**src/rtl/i2c_config_sequencer_if.sv**
```systemverilog
// Transmitter-side bus of the I2C configuration sequencer.
// Carries the command pulses, the transfer operands and the transmitter handshake.
interface i2c_config_sequencer_if;
   logic       START;
   logic       STOP;
   logic       TX_RESET;
   logic [6:0] DEV_ADDR;
   logic [7:0] REG_ADDR;
   logic [7:0] DATA;
   logic       READY;
   logic       END;
   logic       ERROR;

   modport master (
      output START, STOP, TX_RESET, DEV_ADDR, REG_ADDR, DATA,
      input  READY, END, ERROR
   );

   modport slave (
      input  START, STOP, TX_RESET, DEV_ADDR, REG_ADDR, DATA,
      output READY, END, ERROR
   );
endinterface

```
**src/rtl/i2c_config_sequencer.sv**
```systemverilog
// Walks a register/data table and issues one I2C write per entry, with timeout and recovery.
// Define I2C_SEQ_RETRY_EN to retry a failed entry up to MAX_RETRY times before aborting.
module i2c_config_sequencer #(
   parameter logic [6:0]  DEV_ADDR_P     = 7'h1A,
   parameter int unsigned NUM_ENTRIES    = 11,
   parameter int unsigned GAP_CYCLES     = 20,
   parameter int unsigned TIMEOUT_CYCLES = 255,
   parameter int unsigned MAX_RETRY      = 3
) (
   input  logic                  CLK_200KHZ,
   input  logic                  RESET,
   input  logic                  GO,
   input  logic [15:0]           TBL_DATA,
   output logic [5:0]            TBL_INDEX,
   output logic                  BUSY,
   output logic                  DONE,
   output logic                  FAIL,
   i2c_config_sequencer_if.master tx
);

   typedef enum logic [3:0] {
      IDLE, FETCH, ISSUE, WAIT_END, STOP_PULSE, RECOVER, GAP, FINISH, ABORT
   } state_t;

   localparam logic [5:0] LAST_INDEX = 6'(NUM_ENTRIES - 1);
   localparam logic [7:0] GAP_LAST   = 8'(GAP_CYCLES - 1);
   localparam logic [7:0] TMO_LAST   = 8'(TIMEOUT_CYCLES - 1);

   state_t     state_q, state_d;
   logic [5:0] index_q, index_d;
   logic [6:0] dev_q, dev_d;
   logic [7:0] reg_q, reg_d;
   logic [7:0] data_q, data_d;
   logic       start_q, start_d;
   logic       stop_q, stop_d;
   logic       txr_q, txr_d;
   logic       busy_q, busy_d;
   logic       done_q, done_d;
   logic       fail_q, fail_d;
   logic [7:0] gap_q, gap_d;
   logic [7:0] tmo_q, tmo_d;
`ifdef I2C_SEQ_RETRY_EN
   logic [2:0] retry_q, retry_d;
`else
   // Retry limit has no effect when retries are compiled out.
   logic [2:0] unused_max_retry;
   assign unused_max_retry = 3'(MAX_RETRY);
`endif

   always_comb begin
      // NOTE: every signal gets a default before the case so no path leaves it unassigned (no latches).
      state_d = state_q;
      index_d = index_q;
      dev_d   = dev_q;
      reg_d   = reg_q;
      data_d  = data_q;
      start_d = 1'b0;
      stop_d  = 1'b0;
      txr_d   = 1'b0;
      gap_d   = gap_q;
      tmo_d   = tmo_q;
`ifdef I2C_SEQ_RETRY_EN
      retry_d = retry_q;
`endif

      case (state_q)
         IDLE, FINISH, ABORT: begin
            if (GO) begin
               state_d = FETCH;
               index_d = '0;
`ifdef I2C_SEQ_RETRY_EN
               retry_d = '0;
`endif
            end
         end
         FETCH: begin
            dev_d   = DEV_ADDR_P;
            reg_d   = TBL_DATA[15:8];
            data_d  = TBL_DATA[7:0];
            state_d = ISSUE;
         end
         ISSUE: begin
            if (tx.READY) begin
               start_d = 1'b1;
               tmo_d   = '0;
               state_d = WAIT_END;
            end
         end
         WAIT_END: begin
            if (tx.END && !tx.ERROR) begin
               stop_d  = 1'b1;
               state_d = STOP_PULSE;
            end else if (tx.END || tmo_q == TMO_LAST) begin
               txr_d   = 1'b1;
               state_d = RECOVER;
            end else begin
               tmo_d = tmo_q + 8'd1;
            end
         end
         STOP_PULSE: begin
            gap_d = '0;
`ifdef I2C_SEQ_RETRY_EN
            retry_d = '0;
`endif
            if (index_q == LAST_INDEX) begin
               state_d = FINISH;
            end else begin
               index_d = index_q + 6'd1;
               state_d = GAP;
            end
         end
         RECOVER: begin
            gap_d = '0;
`ifdef I2C_SEQ_RETRY_EN
            if (retry_q < 3'(MAX_RETRY)) begin
               retry_d = retry_q + 3'd1;
               state_d = GAP;
            end else begin
               state_d = ABORT;
            end
`else
            state_d = ABORT;
`endif
         end
         GAP: begin
            if (gap_q == GAP_LAST) state_d = FETCH;
            else                   gap_d   = gap_q + 8'd1;
         end
         default: state_d = IDLE;
      endcase

      // Status follows the state being entered so it is registered alongside it.
      busy_d = !(state_d inside {IDLE, FINISH, ABORT});
      done_d = (state_d == FINISH);
      fail_d = (state_d == ABORT);
   end

   always_ff @(posedge CLK_200KHZ) begin
      // NOTE: non-blocking assignments keep every register sampling pre-edge values.
      if (RESET) begin
         state_q <= IDLE;
         index_q <= '0;
         dev_q   <= '0;
         reg_q   <= '0;
         data_q  <= '0;
         start_q <= 1'b0;
         stop_q  <= 1'b0;
         txr_q   <= 1'b0;
         busy_q  <= 1'b0;
         done_q  <= 1'b0;
         fail_q  <= 1'b0;
         gap_q   <= '0;
         tmo_q   <= '0;
`ifdef I2C_SEQ_RETRY_EN
         retry_q <= '0;
`endif
      end else begin
         state_q <= state_d;
         index_q <= index_d;
         dev_q   <= dev_d;
         reg_q   <= reg_d;
         data_q  <= data_d;
         start_q <= start_d;
         stop_q  <= stop_d;
         txr_q   <= txr_d;
         busy_q  <= busy_d;
         done_q  <= done_d;
         fail_q  <= fail_d;
         gap_q   <= gap_d;
         tmo_q   <= tmo_d;
`ifdef I2C_SEQ_RETRY_EN
         retry_q <= retry_d;
`endif
      end
   end

   assign TBL_INDEX   = index_q;
   assign BUSY        = busy_q;
   assign DONE        = done_q;
   assign FAIL        = fail_q;
   assign tx.START    = start_q;
   assign tx.STOP     = stop_q;
   assign tx.TX_RESET = txr_q;
   assign tx.DEV_ADDR = dev_q;
   assign tx.REG_ADDR = reg_q;
   assign tx.DATA     = data_q;

endmodule

```
**src/flat_wrapper.sv**
```systemverilog
// flat-port wrapper written by rule: the top's interface ports become plain ports
module i2c_config_sequencer_flat 
#(
   parameter logic [6:0]  DEV_ADDR_P     = 7'h1A,
   parameter int unsigned NUM_ENTRIES    = 11,
   parameter int unsigned GAP_CYCLES     = 20,
   parameter int unsigned TIMEOUT_CYCLES = 255,
   parameter int unsigned MAX_RETRY      = 3
)
  (CLK_200KHZ, RESET, GO, TBL_DATA, TBL_INDEX, BUSY, DONE, FAIL, tx_START, tx_STOP, tx_TX_RESET, tx_DEV_ADDR, tx_REG_ADDR, tx_DATA, tx_READY, tx_END, tx_ERROR);
  i2c_config_sequencer_if tx_i ();
  input  logic CLK_200KHZ;
  input  logic RESET;
  input  logic GO;
  input  logic [15:0] TBL_DATA;
  output logic [5:0] TBL_INDEX;
  output logic BUSY;
  output logic DONE;
  output logic FAIL;
  output wire logic [$bits(tx_i.START)-1:0] tx_START;
  output wire logic [$bits(tx_i.STOP)-1:0] tx_STOP;
  output wire logic [$bits(tx_i.TX_RESET)-1:0] tx_TX_RESET;
  output wire logic [$bits(tx_i.DEV_ADDR)-1:0] tx_DEV_ADDR;
  output wire logic [$bits(tx_i.REG_ADDR)-1:0] tx_REG_ADDR;
  output wire logic [$bits(tx_i.DATA)-1:0] tx_DATA;
  input wire logic [$bits(tx_i.READY)-1:0] tx_READY;
  input wire logic [$bits(tx_i.END)-1:0] tx_END;
  input wire logic [$bits(tx_i.ERROR)-1:0] tx_ERROR;
  assign tx_START = tx_i.START;
  assign tx_STOP = tx_i.STOP;
  assign tx_TX_RESET = tx_i.TX_RESET;
  assign tx_DEV_ADDR = tx_i.DEV_ADDR;
  assign tx_REG_ADDR = tx_i.REG_ADDR;
  assign tx_DATA = tx_i.DATA;
  assign tx_i.READY = tx_READY;
  assign tx_i.END = tx_END;
  assign tx_i.ERROR = tx_ERROR;
  i2c_config_sequencer #(.DEV_ADDR_P(DEV_ADDR_P), .NUM_ENTRIES(NUM_ENTRIES), .GAP_CYCLES(GAP_CYCLES), .TIMEOUT_CYCLES(TIMEOUT_CYCLES), .MAX_RETRY(MAX_RETRY)) u_core (.CLK_200KHZ(CLK_200KHZ), .RESET(RESET), .GO(GO), .TBL_DATA(TBL_DATA), .TBL_INDEX(TBL_INDEX), .BUSY(BUSY), .DONE(DONE), .FAIL(FAIL), .tx(tx_i));
endmodule
```
**config.mk**
```make
export PLATFORM = sky130hd
export DESIGN_NAME = i2c_config_sequencer_flat
export DESIGN_NICKNAME = d
export VERILOG_FILES = /design/src/rtl/i2c_config_sequencer_if.sv /design/src/rtl/i2c_config_sequencer.sv /design/src/flat_wrapper.sv
export SDC_FILE = /design/constraint.sdc
export NUM_CORES = 1
export LEC_CHECK = 0
export CAP_MARGIN = 20
export CORE_MARGIN = 3
export CORE_UTILIZATION = 30
export DETAILED_ROUTE_END_ITERATION = 6
export GPL_TIMING_DRIVEN = 0
export HOLD_SLACK_MARGIN = 0.12
export PLACE_DENSITY = 0.51
export SETUP_SLACK_MARGIN = 0.5
export SYNTH_ARGS = -nofsm -noshare
export SYNTH_HDL_FRONTEND = slang
export SYNTH_SLANG_ARGS = --single-unit
```
**constraint.sdc**
```tcl
create_clock -name CLK_200KHZ -period 2.71 [get_ports CLK_200KHZ]
set_input_delay 0.4065 -clock CLK_200KHZ [delete_from_list [all_inputs] [get_ports CLK_200KHZ]]
set_output_delay 0.4065 -clock CLK_200KHZ [all_outputs]
set_load 0.05 [all_outputs]
```
==> run_summary.xml, run 1 <==
<?xml version="1.0" encoding="UTF-8"?>
<metrics>
  <group name="power">
    <metric name="pwr_density" unit="nW/um^2">543</metric>
    <metric name="p_leak" unit="nW">1.12</metric>
    <metric name="total_power" unit="mW">1.69</metric>
    <metric name="worst_ir_drop_vdd" unit="mV">0.194</metric>
  </group>
  <group name="sta">
    <metric name="slew_headroom" unit="%">48.6</metric>
    <metric name="timing.final.crit_share" unit="%">75.4</metric>
    <metric name="tightestPinTransition" unit="ps">771</metric>
    <metric name="drv_slew" unit="">0</metric>
    <metric name="fin_setup_tns" unit="ps">0</metric>
    <metric name="finalSetupViolCount" unit="">0</metric>
    <metric name="max_freq" unit="GHz">0.489</metric>
    <metric name="hold_ws" unit="ps">458</metric>
    <metric name="rsz0062_at_grt" unit="">false</metric>
    <metric name="timing.clock.skew" unit="ps">8.28</metric>
    <metric name="count_of_endpoints_failing_hold_in_the_final_timing_report" unit="">0</metric>
    <metric name="timing.final.crit_period" unit="ps">2040</metric>
  </group>
  <group name="placement">
    <metric name="gp_congestion" unit="">0.769</metric>
    <metric name="port_buffers" unit="">52</metric>
    <metric name="detailedPlacementHpwl" unit="um">4140</metric>
    <metric name="placed_cells" unit="">423</metric>
    <metric name="placedInstanceArea" unit="um^2">3000</metric>
  </group>
  <group name="synth">
    <metric name="syn-instance-count" unit="">269</metric>
    <metric name="ys.warnings.count" unit="">0</metric>
    <metric name="synth-edff-count" unit="">0</metric>
    <metric name="post_synth_main_area_contributors" unit="">dfxtp_1, nand2_1, a21oi_1</metric>
    <metric name="synthDistinctLibCells" unit="">51</metric>
    <metric name="most_instantiated_cells_after_synthesis" unit="">dfxtp_1, nand2_1, a21oi_1</metric>
    <metric name="synthDominantAreaCellType" unit="">dfxtp_1</metric>
    <metric name="cell_with_the_most_instances_after_synthesis" unit="">dfxtp_1</metric>
    <metric name="netlist_area" unit="um^2">2340</metric>
    <metric name="fraction_of_synthesized_cell_area_taken_by_the_top_area_cell_type" unit="%">41.9</metric>
    <metric name="synthFlopType" unit="">dfxtp_1</metric>
    <metric name="synth_sequential_area_ratio" unit="%">41.9</metric>
    <metric name="synth_async_sr_flop_share" unit="%">0</metric>
    <metric name="post_synth.cell_area_avg" unit="um^2">8.70</metric>
    <metric name="postSynthRegisterBits" unit="">49</metric>
  </group>
  <group name="worst_setup_path">
    <metric name="critPathArrivalTime" unit="ps">1640</metric>
    <metric name="timing.critical_path.max_delay_family" unit="">buffers and inverters</metric>
    <metric name="reg2reg_setup_slack" unit="ps">800</metric>
    <metric name="critical_path.max_stage_delay" unit="ps">860</metric>
    <metric name="timing.rr.end" unit="">u_core.tmo_q[1]</metric>
    <metric name="crit_fanout" unit="">7</metric>
    <metric name="cp_cell_sequence" unit="">clkdlybuf4s50_1</metric>
    <metric name="rr_startpoint" unit="">u_core.tmo_q[0]</metric>
    <metric name="critPathCaptureType" unit="">primary output</metric>
    <metric name="start_kind" unit="">register</metric>
    <metric name="reg2regPathDepth" unit="">6</metric>
    <metric name="required" unit="ps">2300</metric>
    <metric name="crit_path_top_delay_cell" unit="">clkdlybuf4s50_1</metric>
    <metric name="crit_buf_inv" unit="">1</metric>
    <metric name="setup.worst_path.class" unit="">register to primary output</metric>
  </group>
  <group name="global_route">
    <metric name="grt_pass1_wl" unit="um">9010</metric>
    <metric name="grt_max_degree" unit="">17</metric>
    <metric name="global_route.usage.total" unit="%">12.7</metric>
    <metric name="grt_pass1_vias" unit="">1864</metric>
    <metric name="number_of_antenna_violations_at_the_first_check_in_global_routing" unit="">0</metric>
    <metric name="gr-total-overflow" unit="">0</metric>
  </group>
  <group name="route">
    <metric name="avgViaCountPerCell" unit="">4.60</metric>
    <metric name="wl_per_cell" unit="um">12.8</metric>
    <metric name="initialDrtViolationCount" unit="">45</metric>
    <metric name="drt.antenna.violating_nets" unit="">0</metric>
    <metric name="totalWireLength" unit="um">5520</metric>
    <metric name="remaining_drc_errors" unit="">0</metric>
    <metric name="first_pass_iters" unit="">4</metric>
    <metric name="vias" unit="">1981</metric>
  </group>
  <group name="clock_tree">
    <metric name="worstSkewPairLatency" unit="ps">300</metric>
    <metric name="cts-root-buf" unit="">clkbuf_8</metric>
    <metric name="hold_buffers" unit="">0</metric>
    <metric name="number_of_buffers_inserted_to_repair_setup_after_cts" unit="">0</metric>
    <metric name="tritoncts" unit="">built</metric>
    <metric name="cts.reportedPaths.clkPinSlew" unit="ps">90</metric>
    <metric name="numCtsBuffers" unit="">5</metric>
    <metric name="cts_sinks" unit="">49</metric>
    <metric name="htreeDepth" unit="">2</metric>
    <metric name="ctsLongestPathBuffers" unit="">2</metric>
    <metric name="cts_resized" unit="">0</metric>
  </group>
  <group name="floorplanning">
    <metric name="fp.coreArea" unit="um^2">7410</metric>
    <metric name="placement_rows" unit="">31</metric>
    <metric name="design.die.area" unit="um^2">8890</metric>
    <metric name="die_x_extent" unit="um">94.3</metric>
    <metric name="floorplan.die.height" unit="um">94.3</metric>
    <metric name="starting_density" unit="%">31.6</metric>
    <metric name="number_of_top_level_pins" unit="">57</metric>
  </group>
  <group name="cells_and_area">
    <metric name="design_area" unit="um^2">3110</metric>
    <metric name="synthToLayoutAreaGrowth" unit="%">32.8</metric>
    <metric name="final_net_count" unit="">358</metric>
    <metric name="fin_cells" unit="">431</metric>
    <metric name="n_antenna_cell" unit="">0</metric>
    <metric name="post_route_cells_drive_above_1_share" unit="%">10.5</metric>
  </group>
  <group name="hold_path">
    <metric name="hold_start" unit="">u_core.tx.REG_ADDR[2]</metric>
    <metric name="hold_path_end" unit="">u_core.tx.REG_ADDR[2]</metric>
    <metric name="hold_path_depth" unit="">2</metric>
    <metric name="timing.hold.worst.class" unit="">register to register</metric>
  </group>
  <group name="run">
    <metric name="timing.max_cap.violations" unit="">0</metric>
  </group>
  <group name="run_status">
    <metric name="run_status" unit="">complete, no violations</metric>
  </group>
</metrics>
## stage by stage
step,setup slack [ps],util [%]
3_5_place_dp,587,40.4
2_1_floorplan,922,-
5_1_grt,589,42.0
4_1_cts,640,42.0
3_3_place_gp,605,40.4
6_report,666,42.0
## logic make-up (layout without fill, tap and decap cells)
logic type | count (synthesis) | in the layout | synth area share (%)
DFF | 49 | 49 | 41.9
muxes | 7 | 7 | 3.05
xor gates and xnor gates | 11 | 11 | 4.12
other | 1 | 4 | 0.160
and+or+nand+nor | 122 | 122 | 27.9
buffers and inverters | 22 | 82 | 5.72
AOI/OAI and AO/OA | 52 | 52 | 14.4
adders and majority gates | 5 | 5 | 2.67
## cell type report
cell class / count / area [um^2]
Timing Repair Buffer: 52 / 520
Multi-Input combinational cell: 201 / 1240
Tap cell: 99 / 124
Buffer: 16 / 111
Fill cell: 747 / 4300
Sequential cell: 49 / 981
Inverter: 6 / 22.5
Clock buffer: 5 / 68.8
Clock inverter: 3 / 43.8
## worst max-delay path by stage
stage,slack (ps),end,from,cells past startpoint
after global routing,590,TBL_INDEX[2],u_core.TBL_INDEX[2],1
after floorplan,920,u_core.TBL_INDEX[1],u_core.TBL_INDEX[0],6
final,670,TBL_INDEX[2],u_core.TBL_INDEX[2],1
after CTS,640,TBL_INDEX[2],u_core.TBL_INDEX[2],1
after global placement,600,u_core.tx.REG_ADDR[7],RESET,4
after detailed placement,590,u_core.tx.DATA[1],RESET,4
## power breakdown
group,leakage [nW],internal (mW),switching (mW)
sequential,0.397,0.749,0.0176
combinational,0.661,0.143,0.238
clock,0.0585,0.277,0.261
## layer usage
layer | part of all wire (%) | track usage [%] | vias up
met5 | 0 | 0 | -
met1 | 49 | 17.2 | 905
met2 | 46 | 20.1 | 24
met4 | 1.5 | 4.09 | 0
li1 | - | - | 1043
met3 | 2.9 | 2.96 | 9
## worst reg2reg max path, stage by stage (launching register included)
cell,delay (ps)
dfxtp_1,420
inv_1,70
ha_1,200
and3_1,240
a211oi_4,460
mux2_2,380
nor2_1,90
## flip-flops by register name (all words and copies together), names as in the netlist
| name | flops |
|---|---|
| u_core.tx.DEV_ADDR | 1 |
| u_core.tx.DATA | 8 |
| u_core.tx.STOP | 1 |
| u_core.tx.START | 1 |
| u_core.tx.REG_ADDR | 8 |
| u_core.DONE | 1 |
| u_core.BUSY | 1 |
| u_core.FAIL | 1 |
| u_core.tmo_q | 8 |
| u_core.tx.TX_RESET | 1 |
| u_core.state_q | 4 |
| u_core.TBL_INDEX | 6 |
| u_core.gap_q | 8 |
## cell usage in the layout (no fill, tap or decap), types with 6 or more instances in the layout
cell             synthesis  routed
a21oi_1                 28      28
and3_1                   7       7
buf_4                    9       9
clkdlybuf4s50_1          0      52
dfxtp_1                 49      49
inv_1                    6       6
mux2i_1                  6       6
nand2_1                 42      42
nand2b_1                 9       9
nand3_1                 12      12
nor2_1                  23      23
xor2_1                  10      10
Power figures use the tool's default switching activity.
==> inputs of run 2 (changes only) <==
Settings changed: PLACE_DENSITY 0.51 to 0.53.
Clock period 2.71 ns to 1.65 ns, I/O delays scaled along.
==> run_summary.xml, run 2 (same netlist as run 1, synthesis figures left out) <==
<?xml version="1.0" encoding="UTF-8"?>
<metrics>
  <group name="run_status">
    <metric name="run_status" unit="">complete, no violations</metric>
  </group>
  <group name="route">
    <metric name="vias" unit="">2263</metric>
    <metric name="avgViaCountPerCell" unit="">4.75</metric>
    <metric name="initialDrtViolationCount" unit="">63</metric>
    <metric name="remaining_drc_errors" unit="">0</metric>
    <metric name="first_pass_iters" unit="">4</metric>
    <metric name="drt.antenna.violating_nets" unit="">0</metric>
    <metric name="wl_per_cell" unit="um">13.9</metric>
    <metric name="totalWireLength" unit="um">6600</metric>
  </group>
  <group name="cells_and_area">
    <metric name="synthToLayoutAreaGrowth" unit="%">77.4</metric>
    <metric name="design_area" unit="um^2">4150</metric>
    <metric name="final_net_count" unit="">403</metric>
    <metric name="fillCellCount" unit="">662</metric>
    <metric name="mostFrequentLayoutCell" unit="">buf_6</metric>
    <metric name="fin_cells" unit="">476</metric>
    <metric name="post_route_cells_drive_above_1_share" unit="%">61.0</metric>
    <metric name="n_antenna_cell" unit="">0</metric>
    <metric name="commonest_cells_after_routing_fill_and_taps_aside" unit="">buf_6, buf_4, dfxtp_1</metric>
  </group>
  <group name="worst_setup_path">
    <metric name="start_kind" unit="">register</metric>
    <metric name="critical_path.max_stage_delay" unit="ps">330</metric>
    <metric name="timing.critical_path.max_delay_family" unit="">buffers and inverters</metric>
    <metric name="crit_path_frequent_cell" unit="">buf_6</metric>
    <metric name="cp_cell_sequence" unit="">buf_6 &gt; nand4bb_4 &gt; a211oi_4 &gt; buf_6 &gt; buf_16 &gt; a31oi_4 &gt; mux2i_1 &gt; nor2_1</metric>
    <metric name="critPathCaptureType" unit="">register</metric>
    <metric name="required" unit="ps">1850</metric>
    <metric name="setup.worst_path.class" unit="">register to register</metric>
    <metric name="critPathArrivalTime" unit="ps">1800</metric>
    <metric name="crit_buf_inv" unit="">3</metric>
    <metric name="crit_fanout" unit="">6</metric>
    <metric name="crit_path_top_delay_cell" unit="">dfxtp_2</metric>
  </group>
  <group name="floorplanning">
    <metric name="floorplan.die.height" unit="um">94.3</metric>
    <metric name="starting_density" unit="%">31.6</metric>
    <metric name="die_x_extent" unit="um">94.3</metric>
    <metric name="fp.coreArea" unit="um^2">7410</metric>
    <metric name="placement_rows" unit="">31</metric>
    <metric name="number_of_top_level_pins" unit="">57</metric>
    <metric name="design.die.area" unit="um^2">8890</metric>
  </group>
  <group name="global_route">
    <metric name="gr-total-overflow" unit="">0</metric>
    <metric name="grt_pass1_vias" unit="">2242</metric>
    <metric name="grt_pass1_wl" unit="um">10500</metric>
    <metric name="global_route.usage.total" unit="%">14.7</metric>
    <metric name="number_of_antenna_violations_at_the_first_check_in_global_routing" unit="">0</metric>
    <metric name="grt_max_degree" unit="">16</metric>
  </group>
  <group name="clock_tree">
    <metric name="cts-root-buf" unit="">clkbuf_8</metric>
    <metric name="numCtsBuffers" unit="">5</metric>
    <metric name="cts_sinks" unit="">49</metric>
    <metric name="worstSkewPairLatency" unit="ps">310</metric>
    <metric name="htreeDepth" unit="">2</metric>
    <metric name="ctsLongestPathBuffers" unit="">2</metric>
    <metric name="tritoncts" unit="">built</metric>
    <metric name="cts.reportedPaths.clkPinSlew" unit="ps">100</metric>
  </group>
  <group name="hold_path">
    <metric name="timing.hold.worst.class" unit="">register to register</metric>
  </group>
  <group name="power">
    <metric name="total_power" unit="mW">2.94</metric>
    <metric name="pwr_density" unit="nW/um^2">708</metric>
    <metric name="p_leak" unit="nW">1.60</metric>
    <metric name="worst_ir_drop_vdd" unit="mV">0.429</metric>
  </group>
  <group name="sta">
    <metric name="rsz0062_at_grt" unit="">true</metric>
    <metric name="timing.clock.skew" unit="ps">7.64</metric>
    <metric name="drv_slew" unit="">0</metric>
    <metric name="count_of_endpoints_failing_hold_in_the_final_timing_report" unit="">0</metric>
    <metric name="timing.final.crit_period" unit="ps">1600</metric>
    <metric name="timing.final.crit_share" unit="%">96.9</metric>
    <metric name="finalSetupViolCount" unit="">0</metric>
    <metric name="max_freq" unit="GHz">0.625</metric>
  </group>
  <group name="placement">
    <metric name="port_buffers" unit="">52</metric>
    <metric name="placed_cells" unit="">423</metric>
    <metric name="placedInstanceArea" unit="um^2">3130</metric>
    <metric name="detailedPlacementHpwl" unit="um">3970</metric>
    <metric name="gp_congestion" unit="">0.761</metric>
  </group>
  <group name="run">
    <metric name="timing.max_cap.violations" unit="">0</metric>
  </group>
</metrics>
run 2: path summary, 6_finish.rpt:
check                          endpoint             startpoint  cells past startpoint  slack (ps)
setup reg to reg        u_core.tmo_q[0]      u_core.state_q[3]                      8          50
hold / removal    u_core.tx.REG_ADDR[1]  u_core.tx.REG_ADDR[1]                      2         470
setup / recovery        u_core.tmo_q[0]      u_core.state_q[3]                      8          50
hold reg to reg   u_core.tx.REG_ADDR[1]  u_core.tx.REG_ADDR[1]                      2         470
run 2: power by group:
part	switching (mW)	total (mW)	leakage, nW	internal, mW
combinational	0.526	0.947	1.14	0.421
clock	0.418	0.713	0.0482	0.295
sequential	0.0497	1.28	0.411	1.23
total	0.994	2.94	1.60	1.94
run 2: worst min-delay path, stage by stage, from the launching register on:
cell and delay (ps):
dfxtp_2 350, nand2_4 60, a21oi_2 40
run 2: per-stage QoR:
step | setup slack, ps | hold slack [ps] | utilization (%) | TNS [ps]
2_1_floorplan | 144 | 383 | - | 0
3_3_place_gp | -349 | 439 | 42.2 | -4570
3_5_place_dp | -398 | 446 | 42.2 | -5090
4_1_cts | 50.2 | 461 | 48.8 | 0
5_1_grt | -25.1 | 469 | 56.0 | -88.9
6_report | 50.4 | 472 | 56.0 | 0
run 2: cell type report:
cell class | count | area (um^2) | area share (%)
buffer | 16 | 161 | 3.89
clock inverter | 3 | 16.3 | 0.392
sequential | 49 | 1030 | 24.7
tap | 99 | 124 | 2.98
timing repair buffer | 96 | 1010 | 24.3
clock buffer | 5 | 68.8 | 1.66
inverter | 6 | 31.3 | 0.753
multi-input combinational | 202 | 1710 | 41.3
run 2: per-layer routing:
| metal | vias to the layer above | global-route usage [%] | wire length (um) |
|---|---|---|---|
| met5 | - | 0 | 0 |
| met4 | 0 | 4.57 | 108 |
| met3 | 9 | 3.77 | 300 |
| met2 | 39 | 24.6 | 3170 |
| met1 | 1075 | 18.6 | 3020 |
| li1 | 1140 | - | - |
run 2: timing repair:
item,4_1_cts,5_1_grt
gates cloned,3,1
endpoints found under the setup margin,80,66
gates resized for setup,231,138
buffers inserted,31,10
hold buffers,0,0
pin swaps,29,46
